## config.mk

```make
export PLATFORM = sky130hd
export DESIGN_NAME = sum_seg_display_flat
export DESIGN_NICKNAME = d
export VERILOG_FILES = /design/src/rtl/sum_disp_pkg.sv /design/src/rtl/sum_seg_display_if.sv /design/src/rtl/seg7_decode.sv /design/src/rtl/sum_seg_display.sv /design/src/flat_wrapper.sv
export SDC_FILE = /design/constraint.sdc
export NUM_CORES = 1
export LEC_CHECK = 0
export CAP_MARGIN = 20
export CORE_MARGIN = 2
export CORE_UTILIZATION = 60
export DETAILED_ROUTE_END_ITERATION = 8
export GPL_TIMING_DRIVEN = 0
export HOLD_SLACK_MARGIN = 0.06
export PLACE_DENSITY = 0.83
export SLEW_MARGIN = 20
export SYNTH_ARGS = -nofsm -noshare
export SYNTH_HDL_FRONTEND = slang
export SYNTH_SLANG_ARGS = --single-unit
```

## constraint.sdc

```tcl
create_clock -name clk -period 5 [get_ports clk]
set_input_delay 0.5 -clock clk [delete_from_list [all_inputs] [get_ports clk]]
set_output_delay 0.5 -clock clk [all_outputs]
set_load 0.02 [all_outputs]
```

## src/rtl/sum_disp_pkg.sv

```systemverilog
// Shared constants and types for the adder-sum 7-segment display.
// Segment codes are active-low {g,f,e,d,c,b,a}; digit enables are active-low.
package sum_disp_pkg;

    localparam int unsigned VAL_W   = 5;   // captured {carry, sum}
    localparam int unsigned SUM_W   = 4;
    localparam int unsigned DIGIT_W = 4;   // BCD ones digit
    localparam int unsigned TENS_W  = 2;   // tens digit is 0..3
    localparam int unsigned SEG_W   = 7;
    localparam int unsigned AN_W    = 2;

    localparam logic [SEG_W-1:0] SEG_0   = 7'h40;
    localparam logic [SEG_W-1:0] SEG_1   = 7'h79;
    localparam logic [SEG_W-1:0] SEG_2   = 7'h24;
    localparam logic [SEG_W-1:0] SEG_3   = 7'h30;
    localparam logic [SEG_W-1:0] SEG_4   = 7'h19;
    localparam logic [SEG_W-1:0] SEG_5   = 7'h12;
    localparam logic [SEG_W-1:0] SEG_6   = 7'h02;
    localparam logic [SEG_W-1:0] SEG_7   = 7'h78;
    localparam logic [SEG_W-1:0] SEG_8   = 7'h00;
    localparam logic [SEG_W-1:0] SEG_9   = 7'h10;
    localparam logic [SEG_W-1:0] SEG_OFF = 7'h7F;

    localparam logic [AN_W-1:0] AN_ONES = 2'b10;
    localparam logic [AN_W-1:0] AN_TENS = 2'b01;
    localparam logic [AN_W-1:0] AN_OFF  = 2'b11;

    typedef logic [VAL_W-1:0] disp_val_t;

endpackage

```

## src/rtl/sum_seg_display_if.sv

```systemverilog
// Bus between the ripple adder side and the display block.
// master: drives sum_in/carry_in/load, observes seg/an/ovf/valid.
// slave : the display block.
interface sum_seg_display_if;
    import sum_disp_pkg::*;

    logic [SUM_W-1:0] sum_in;
    logic             carry_in;
    logic             load;
    logic [SEG_W-1:0] seg;
    logic [AN_W-1:0]  an;
    logic             ovf;
    logic             valid;

    modport master (
        output sum_in, carry_in, load,
        input  seg, an, ovf, valid
    );

    modport slave (
        input  sum_in, carry_in, load,
        output seg, an, ovf, valid
    );

endinterface

```

## src/rtl/seg7_decode.sv

```systemverilog
// Combinational BCD digit to active-low 7-segment code.
// Ports: digit_i (4-bit digit), seg_c_o (7-bit {g..a} code, unregistered).
module seg7_decode
    import sum_disp_pkg::*;
(
    input  logic [DIGIT_W-1:0] digit_i,
    output logic [SEG_W-1:0]   seg_c_o
);

    always_comb begin
        seg_c_o = SEG_OFF;
        case (digit_i)
            4'd0:    seg_c_o = SEG_0;
            4'd1:    seg_c_o = SEG_1;
            4'd2:    seg_c_o = SEG_2;
            4'd3:    seg_c_o = SEG_3;
            4'd4:    seg_c_o = SEG_4;
            4'd5:    seg_c_o = SEG_5;
            4'd6:    seg_c_o = SEG_6;
            4'd7:    seg_c_o = SEG_7;
            4'd8:    seg_c_o = SEG_8;
            4'd9:    seg_c_o = SEG_9;
            default: seg_c_o = SEG_OFF;
        endcase
    end

endmodule

```

## src/rtl/sum_seg_display.sv

```systemverilog
// Captures a 4-bit adder sum plus carry (0..31), converts it to two BCD digits
// and drives a 2-digit time-multiplexed common-anode 7-segment display.
// Ports: clk, rst (sync, active-high), bus (slave modport: sum_in, carry_in,
// load in; seg, an, ovf, valid out, all registered).
// Parameters: SCAN_DIV clock cycles per digit phase, SCAN_W divider width.
// Optional: define SUM_DISP_LEADING_ZERO_BLANK_EN to darken a zero tens digit.
module sum_seg_display
    import sum_disp_pkg::*;
#(
    parameter int unsigned SCAN_DIV = 4,
    parameter int unsigned SCAN_W   = 16
) (
    input  logic                clk,
    input  logic                rst,
    sum_seg_display_if.slave    bus
);

    disp_val_t           val_q,     val_d;
    logic [TENS_W-1:0]   tens_q,    tens_d;
    logic [DIGIT_W-1:0]  ones_q,    ones_d;
    logic [SCAN_W-1:0]   div_cnt_q, div_cnt_d;
    logic                phase_q,   phase_d;
    logic [SEG_W-1:0]    seg_q,     seg_d;
    logic [AN_W-1:0]     an_q,      an_d;
    logic                ovf_q,     ovf_d;
    logic                valid_q,   valid_d;

    logic [DIGIT_W-1:0]  digit_sel_c;
    logic [SEG_W-1:0]    seg_code_c;

    // Capture stage: last load wins.
    always_comb begin
        val_d   = val_q;
        ovf_d   = ovf_q;
        valid_d = valid_q;
        if (bus.load) begin
            val_d   = {bus.carry_in, bus.sum_in};
            ovf_d   = bus.carry_in;
            valid_d = 1'b1;
        end
    end

    // Binary to BCD by range compare and constant subtract (value <= 31).
    always_comb begin
        tens_d = '0;
        ones_d = DIGIT_W'(val_q);
        if (val_q >= 5'd30) begin
            tens_d = 2'd3;
            ones_d = DIGIT_W'(val_q - 5'd30);
        end else if (val_q >= 5'd20) begin
            tens_d = 2'd2;
            ones_d = DIGIT_W'(val_q - 5'd20);
        end else if (val_q >= 5'd10) begin
            tens_d = 2'd1;
            ones_d = DIGIT_W'(val_q - 5'd10);
        end
    end

    // Free-running scan divider; phase flips on counter wrap.
    always_comb begin
        div_cnt_d = div_cnt_q + SCAN_W'(1);
        phase_d   = phase_q;
        if (div_cnt_q == SCAN_W'(SCAN_DIV - 1)) begin
            div_cnt_d = '0;
            phase_d   = ~phase_q;
        end
    end

    // Single shared decoder; the mux picks the digit for the current phase.
    assign digit_sel_c = phase_q ? DIGIT_W'(tens_q) : ones_q;

    seg7_decode u_decode (
        .digit_i (digit_sel_c),
        .seg_c_o (seg_code_c)
    );

    // Output register: dark until something has been captured.
    always_comb begin
        seg_d = SEG_OFF;
        an_d  = AN_OFF;
        if (valid_q) begin
            if (!phase_q) begin
                an_d  = AN_ONES;
                seg_d = seg_code_c;
            end else begin
`ifdef SUM_DISP_LEADING_ZERO_BLANK_EN
                if (tens_q != '0) begin
                    an_d  = AN_TENS;
                    seg_d = seg_code_c;
                end
`else
                an_d  = AN_TENS;
                seg_d = seg_code_c;
`endif
            end
        end
    end

    always_ff @(posedge clk) begin
        if (rst) begin
            val_q     <= '0;
            tens_q    <= '0;
            ones_q    <= '0;
            div_cnt_q <= '0;
            phase_q   <= 1'b0;
            seg_q     <= SEG_OFF;
            an_q      <= AN_OFF;
            ovf_q     <= 1'b0;
            valid_q   <= 1'b0;
        end else begin
            val_q     <= val_d;
            tens_q    <= tens_d;
            ones_q    <= ones_d;
            div_cnt_q <= div_cnt_d;
            phase_q   <= phase_d;
            seg_q     <= seg_d;
            an_q      <= an_d;
            ovf_q     <= ovf_d;
            valid_q   <= valid_d;
        end
    end

    assign bus.seg   = seg_q;
    assign bus.an    = an_q;
    assign bus.ovf   = ovf_q;
    assign bus.valid = valid_q;

endmodule

```

## src/flat_wrapper.sv

```systemverilog
// flat-port wrapper written by rule: the top's interface ports become plain ports
module sum_seg_display_flat import sum_disp_pkg::*;
#(
    parameter int unsigned SCAN_DIV = 4,
    parameter int unsigned SCAN_W   = 16
)
  (clk, rst, bus_sum_in, bus_carry_in, bus_load, bus_seg, bus_an, bus_ovf, bus_valid);
  sum_seg_display_if bus_i ();
  input  logic clk;
  input  logic rst;
  input wire logic [$bits(bus_i.sum_in)-1:0] bus_sum_in;
  input wire logic [$bits(bus_i.carry_in)-1:0] bus_carry_in;
  input wire logic [$bits(bus_i.load)-1:0] bus_load;
  output wire logic [$bits(bus_i.seg)-1:0] bus_seg;
  output wire logic [$bits(bus_i.an)-1:0] bus_an;
  output wire logic [$bits(bus_i.ovf)-1:0] bus_ovf;
  output wire logic [$bits(bus_i.valid)-1:0] bus_valid;
  assign bus_i.sum_in = bus_sum_in;
  assign bus_i.carry_in = bus_carry_in;
  assign bus_i.load = bus_load;
  assign bus_seg = bus_i.seg;
  assign bus_an = bus_i.an;
  assign bus_ovf = bus_i.ovf;
  assign bus_valid = bus_i.valid;
  sum_seg_display #(.SCAN_DIV(SCAN_DIV), .SCAN_W(SCAN_W)) u_core (.clk(clk), .rst(rst), .bus(bus_i));
endmodule
```

==> out/metrics.yaml, run 1 <==
p_sw_w: 0.000147
violations: "DRC"
maxSlewViolCount: 0
arrival_ns: 2.37
n_fill_cell: 208
combPwrFrac: 0.153
min_path_type: "flip-flop to flip-flop"
seq_power_share: 0.587
postLayoutCoreUtil: 0.737
dieArea_um2: 3480
viasPerCell: 5.74
mappedNetlistArea_um2: 1810
startpoint_type: "flip-flop"
cts.sinks: 38
clk_latency_ns: 0.35
wire_per_inst_um: 13.0
netSwitchingFraction: 0.265
htreeDepth: 2
grt_pass1_vias: 1372
worst_pin_slew_ns: 0.581
drt-total-wl_um: 3360
overflow: 0
root_buffer: "clkbuf_4"
timing.fmax_mhz: 466
powerDensity_nw_per_um2: 269
grt_pass1_wl_um: 5800
rows: 19
syn_nets: 223
power_leakage_nw: 0.797
maxCapViolations: 0
routabilityCongestion: 0.828
fin_crit_sh: 0.429
hold_viol_final: 0
grt_max_degree: 11
syn_inst: 204
path_max_fanout: 10
synth-edff-count: 0
ctsResizeCount: 0
drtAntennaViolNets: 0
ios: 19
yosys.area.top_type_share: 0.419
ys.flop_type: "dfxtp_1"
antenna_cells: 0
pwr-share-clk: 0.260
synth_cell_type_count: 41
drive_gt1_frac: 0.0702
async_flop_share: 0
drc: 2
place.detailed.hpwl_um: 2420
ys_seq_area_frac: 0.419
p_int_w: 0.000408
required_ns: 5.23
core-area_um2: 2810
drt_pass1_iterations: 6
port_buffers: 17
antenna_found_initial: 0
floorplan.initialDensity: 0.647
rsz0062_at_grt: "no"
num_vias: 1487
cts_max_path_buffers: 2
yosys-top-cells-area: "dfxtp_1 (42%), ha_1 (7.6%), nor2_1 (6.4%), xnor2_1 (3.4%), xor2_1 (3.4%)"
status: "complete, but fails checks"
drt-initial-drc-count: 37
cts_buffers: 5
regToRegSetupSlack_ns: 2.85
final_nets: 247
die_h_um: 59.0
yosysWarnings: 0
syn_area_per_cell_um2: 8.89
yosys.area.top_type: "dfxtp_1"
layout_min_cycle_time_ns: 2.15
tns_ns: 0
syn_to_final_growth_pct: 14.0
clk_pin_slew_ns: 0.11
endpoint_kind: "flip-flop"
grt_use_total: 0.226
fin_ws_ns: 2.85
hold_buffers: 0
final-setup-viol-count: 0
ys_ff_latch: 38
cts_tree: "done"
ir_drop_v: 0.000242
post-place-ws_ns: 2.93
cts_setup_buffers: 0
die_x_um: 59.0
finalClockSkew_ns: 0.0149
relSlewSlack: 0.609
path_class: "flip-flop to flip-flop"
-- cell usage after synthesis (2+ instances only) --
library cell / instances
dfxtp_1: 38
nor2_1: 31
a21oi_1: 11
ha_1: 11
inv_1: 10
nand2_1: 9
nand3_1: 7
xnor2_1: 7
xor2_1: 7
mux2i_1: 6
nand2b_1: 6
o21ai_0: 6
nand4_1: 5
nor2b_1: 5
nor3_1: 4
nor4_1: 4
buf_4: 3
clkbuf_1: 3
mux2_2: 3
o31ai_1: 3
a211oi_1: 2
a31oi_1: 2
and3_1: 2
nor4b_1: 2
-- kinds of logic after synthesis --
| logic type | share of synthesized area |
|---|---|
| AOI/OAI and AO/OA | 0.104 |
| xor gates and xnor gates | 0.0676 |
| adders and majority gates | 0.0759 |
| buffers and inverters | 0.0441 |
| DFF | 0.419 |
| muxes | 0.0517 |
| and+or+nand+nor | 0.237 |
-- metrics by stage --
stage | instance area [um^2] | cells | power [W] | hold slack [ns]
after detailed placement | 2020 | 252 | 0.000417 | 0.454
after global placement | 2020 | 252 | 0.000412 | 0.433
final | 2070 | 259 | 0.000556 | 0.480
after floorplan | 1810 | 204 | 0.000388 | 0.426
after global routing | 2070 | 259 | 0.000583 | 0.497
after CTS | 2070 | 259 | 0.000558 | 0.479
-- routing by layer --
layer | track usage | share of wire | wire, um
met3 | 0.0786 | 0.060 | 202
met5 | 0 | 0 | 0
met1 | 0.264 | 0.46 | 1550
met2 | 0.360 | 0.44 | 1480
met4 | 0.127 | 0.037 | 124
-- worst max-delay path, stage by stage (launching register included) --
cell and delay (ns):
dfxtp_1 0.38, buf_1 0.38, mux2_2 0.43, inv_1 0.13
ha_1 0.21, nand2_1 0.07, o22a_1 0.22, o22ai_1 0.15
nand2_1 0.06
-- power groups by stage --
stage	registers, W	clock network (W)	logic, W
6_report	0.000326	0.000145	0.0000850
3_5_place_dp	0.000333	0	0.0000839
5_1_grt	0.000328	0.000160	0.0000946
4_1_cts	0.000326	0.000148	0.0000842
2_1_floorplan	0.000337	0	0.0000511
3_3_place_gp	0.000332	0	0.0000798
-- layout make-up --
class	instances	area, um^2	area share
Clock buffer	7	45.0	0.0218
Tap cell	31	38.8	0.0188
Sequential cell	38	761	0.368
Multi-Input combinational cell	148	973	0.471
Buffer	8	42.5	0.0206
Inverter	10	37.5	0.0181
Timing Repair Buffer	17	170	0.0823
-- layout by cell type, fill, tap and decap left out, types with 4 or more instances in the layout --
cell             count
nor2_1              31
clkbuf_4             5
nand3_1              7
nand2b_1             6
nor2b_1              5
xnor2_1              7
nor4_1               4
inv_1               10
ha_1                11
o21ai_0              6
nand4_1              5
xor2_1               7
a21oi_1             11
dfxtp_1             38
nand2_1              9
clkdlybuf4s50_1     17
mux2i_1              6
clkbuf_1             5
nor3_1               4
-- path summary, 6_finish.rpt --
path,cells past startpoint,endpoint,start
hold reg to reg,1,u_core.div_cnt_q[0],u_core.div_cnt_q[0]
setup / recovery,8,u_core.bus.seg[4],u_core.phase_q
setup reg to reg,8,u_core.bus.seg[4],u_core.phase_q
hold / removal,1,u_core.div_cnt_q[0],u_core.div_cnt_q[0]
-- registers in the layout, summed over array words and instances, names as in the netlist --
signal / cells
u_core.div_cnt_q: 16
u_core.bus.seg: 7
u_core.ones_q: 4
u_core.val_q: 4
u_core.bus.an: 2
u_core.tens_q: 2
u_core.bus.ovf: 1
u_core.bus.valid: 1
u_core.phase_q: 1
No activity file was read; power rests on OpenSTA's default activity.
==> run 2: changes to the inputs <==
Settings changed: CORE_UTILIZATION 60 to 55, PLACE_DENSITY 0.83 to 0.77.
Clock period 5 ns to 2 ns, I/O delays scaled along.
==> run 2 against run 1 <==
The flow now finishes without violations. Critical path depth shrank 1. Clock skew fell by 0.0077 ns. Combinational power up 140%. Die area is 8.5% higher. Design area up 2.4%. Via count rose by 0.87%. Total power grew to 2.8 times the previous value. Non-clock buffer count down 1. Fmax increased by 18%. Hold slack lost 0.20 ns. Utilization fell by 5.5 points. Sequential share of layout area shrank 0.81 points. Largest cell class unchanged. Highest routed layer unchanged.
==> out/metrics.yaml, run 2 (synthesized netlist as in run 1, its figures left out) <==
status: "finished, final reports clean"  # was complete, but fails checks
cp_slowest_cell: "dfxtp_1"  # was mux2_2
clk_pin_slew_ns: 0.11  # about the same
root_buffer: "clkbuf_4"  # unchanged
p_sw_w: 0.000387  # was 0.000147 W
cts.sinks: 38  # unchanged
final_cell_mix: "dfxtp_1 (37), nor2_1 (31), clkdlybuf4s50_1 (17)"  # was dfxtp_1 (38), nor2_1 (31), clkdlybuf4s50_1 (17)
drive_gt1_frac: 0.0837  # was 0.0702
p_int_w: 0.00118  # was 0.000408 W
floorplan.initialDensity: 0.585  # was 0.647
arrival_ns: 2.07  # was 2.37 ns
viasPerCell: 5.54  # was 5.74
regToRegSetupSlack_ns: 0.18  # was 2.85 ns
relSlewSlack: 0.637  # was 0.609
finalClockSkew_ns: 0.00726  # was 0.0149 ns
largest_register_ffs: 16  # unchanged
min_path_type: "input port to flip-flop"  # was flip-flop to flip-flop
path_depth: 7  # was 8
timing.fmax_mhz: 550  # was 466 MHz
ir_drop_v: 0.000494  # was 0.000242 V
seq_area_um2: 762  # was 761 um^2
die_h_um: 61.4  # was 59.0 um
hold_viol_final: 0  # unchanged
startpoint_type: "flip-flop"  # unchanged
powerDensity_nw_per_um2: 739  # was 269 nW/um^2
rsz0062_at_grt: "no"  # unchanged
n_fill_cell: 276  # was 208
final-setup-viol-count: 0  # unchanged
power_leakage_nw: 0.815  # was 0.797 nW
netSwitchingFraction: 0.247  # was 0.265
grt_pass1_wl_um: 5820  # was 5800 um
rows: 20  # was 19
worstReg2RegEnd: "u_core.div_cnt_q[11]"  # was u_core.bus.seg[4]
overflow: 0  # unchanged
endpoint_kind: "flip-flop"  # unchanged
syn_to_final_growth_pct: 16.8  # was 14.0%
ios: 19  # unchanged
path_max_fanout: 10  # unchanged
drt_pass1_iterations: 4  # was 6
grt_use_total: 0.211  # was 0.226
grt_max_degree: 14  # was 11
core-area_um2: 3100  # was 2810 um^2
cts_tree: "done"  # unchanged
worstReg2RegStart: "u_core.div_cnt_q[0]"  # was u_core.phase_q
path_buf_inv: 2  # unchanged
htreeDepth: 2  # unchanged
crit_chain: "ha_1 > nor4b_1 > nand4_1 > nand2b_1 > clkbuf_2 > buf_4 > nor2_1"  # was buf_1 > mux2_2 > inv_1 > ha_1 > nand2_1 > o22a_1 > o22ai_1 > nand2_1
fin_crit_sh: 0.909  # was 0.429
final_common_cell: "dfxtp_1"  # unchanged
drtAntennaViolNets: 0  # unchanged
path_class: "flip-flop to flip-flop"  # unchanged
tns_ns: 0  # unchanged
num_vias: 1500  # was 1487
antenna_cells: 0  # unchanged
wire_per_inst_um: 12.9  # was 13.0 um
pwr-share-clk: 0.344  # was 0.260
drt-total-wl_um: 3510  # was 3360 um
dieArea_um2: 3770  # was 3480 um^2
drc: 0  # was 2
cts_max_path_buffers: 2  # unchanged
required_ns: 2.25  # was 5.23 ns
clk_latency_ns: 0.34  # was 0.35 ns
die_x_um: 61.4  # was 59.0 um
fin_ws_ns: 0.182  # was 2.85 ns
final_nets: 246  # was 247
post-place-ws_ns: -0.0797  # was 2.93 ns
cts_buffers: 5  # unchanged
maxCapViolations: 0  # unchanged
seq_power_share: 0.525  # was 0.587
layout_min_cycle_time_ns: 1.82  # was 2.15 ns
routabilityCongestion: 0.859  # was 0.828
drt-initial-drc-count: 82  # was 37
combPwrFrac: 0.131  # was 0.153
endpoint: "u_core.div_cnt_q[11]"  # was u_core.bus.seg[4]
antenna_found_initial: 0  # unchanged
cp_top_family: "simple AND/OR/NAND/NOR gates"  # was buffers and inverters
crit_start: "u_core.div_cnt_q[0]"  # was u_core.phase_q
port_buffers: 17  # unchanged
grt_pass1_vias: 1354  # was 1372
place.detailed.hpwl_um: 2580  # was 2420 um
maxSlewViolCount: 0  # unchanged
multi_input_area_um2: 973  # unchanged
cpPeakStageDelay_ns: 0.40  # was 0.43 ns
regMostFlops: "u_core.div_cnt_q"  # unchanged
worst_pin_slew_ns: 0.538  # was 0.581 ns
reg2regPathDepth: 7  # was 8
run 2: worst min-delay path by stage:
stage	from	end	slack [ns]	depth (start not counted)
2_1_floorplan	rst	u_core.ones_q[0]	0.27	1
3_3_place_gp	u_core.div_cnt_q[0]	u_core.div_cnt_q[0]	0.44	1
3_5_place_dp	u_core.div_cnt_q[0]	u_core.div_cnt_q[0]	0.46	1
4_1_cts	bus_load	u_core.bus.valid	0.28	3
5_1_grt	bus_load	u_core.bus.valid	0.29	3
6_report	bus_load	u_core.bus.valid	0.28	3
run 2: worst min-delay path, stage by stage:
cell and delay, ns:
clkbuf_1 0.19, nor2_1 0.16, nor2_1 0.05
run 2: layout make-up:
cell class / count / area share
buffer: 7 / 0.0183
clock buffer: 6 / 0.0242
clock inverter: 1 / 0.0142
inverter: 10 / 0.0177
multi-input combinational: 148 / 0.460
sequential: 38 / 0.360
tap: 44 / 0.0260
timing repair buffer: 17 / 0.0803
run 2: what timing repair did:
| action | CTS | global route |
|---|---|---|
| resized for setup | 0 | 1 |
| buffers inserted | 0 | 0 |
| setup endpoints to repair | 1 | 1 |
| hold buffers | 0 | 0 |
run 2: metal layers:
metal  routed length, um  part of all wire  track usage
met5                   0                 0            0
met4                  49             0.014       0.0912
met3                 163             0.046       0.0651
met2                1690              0.48        0.357
met1                1610              0.46        0.248
run 2: power groups by stage:
stage,Combinational [W],Sequential [W],Clock (W)
final,0.000205,0.000821,0.000538
after global placement,0.000201,0.000831,0
after detailed placement,0.000209,0.000834,0
after floorplan,0.000128,0.000843,0
after CTS,0.000205,0.000820,0.000552
after global routing,0.000230,0.000826,0.000580
run 2: through the flow:
step	power (W)	hold slack, ns	util	std cells	instance area, um^2
after floorplan	0.000971	0.272	-	204	1810
after global placement	0.00103	0.436	0.657	265	2040
after detailed placement	0.00104	0.458	0.657	265	2040
after CTS	0.00158	0.277	0.682	271	2120
after global routing	0.00164	0.293	0.683	271	2120
final	0.00156	0.277	0.683	271	2120
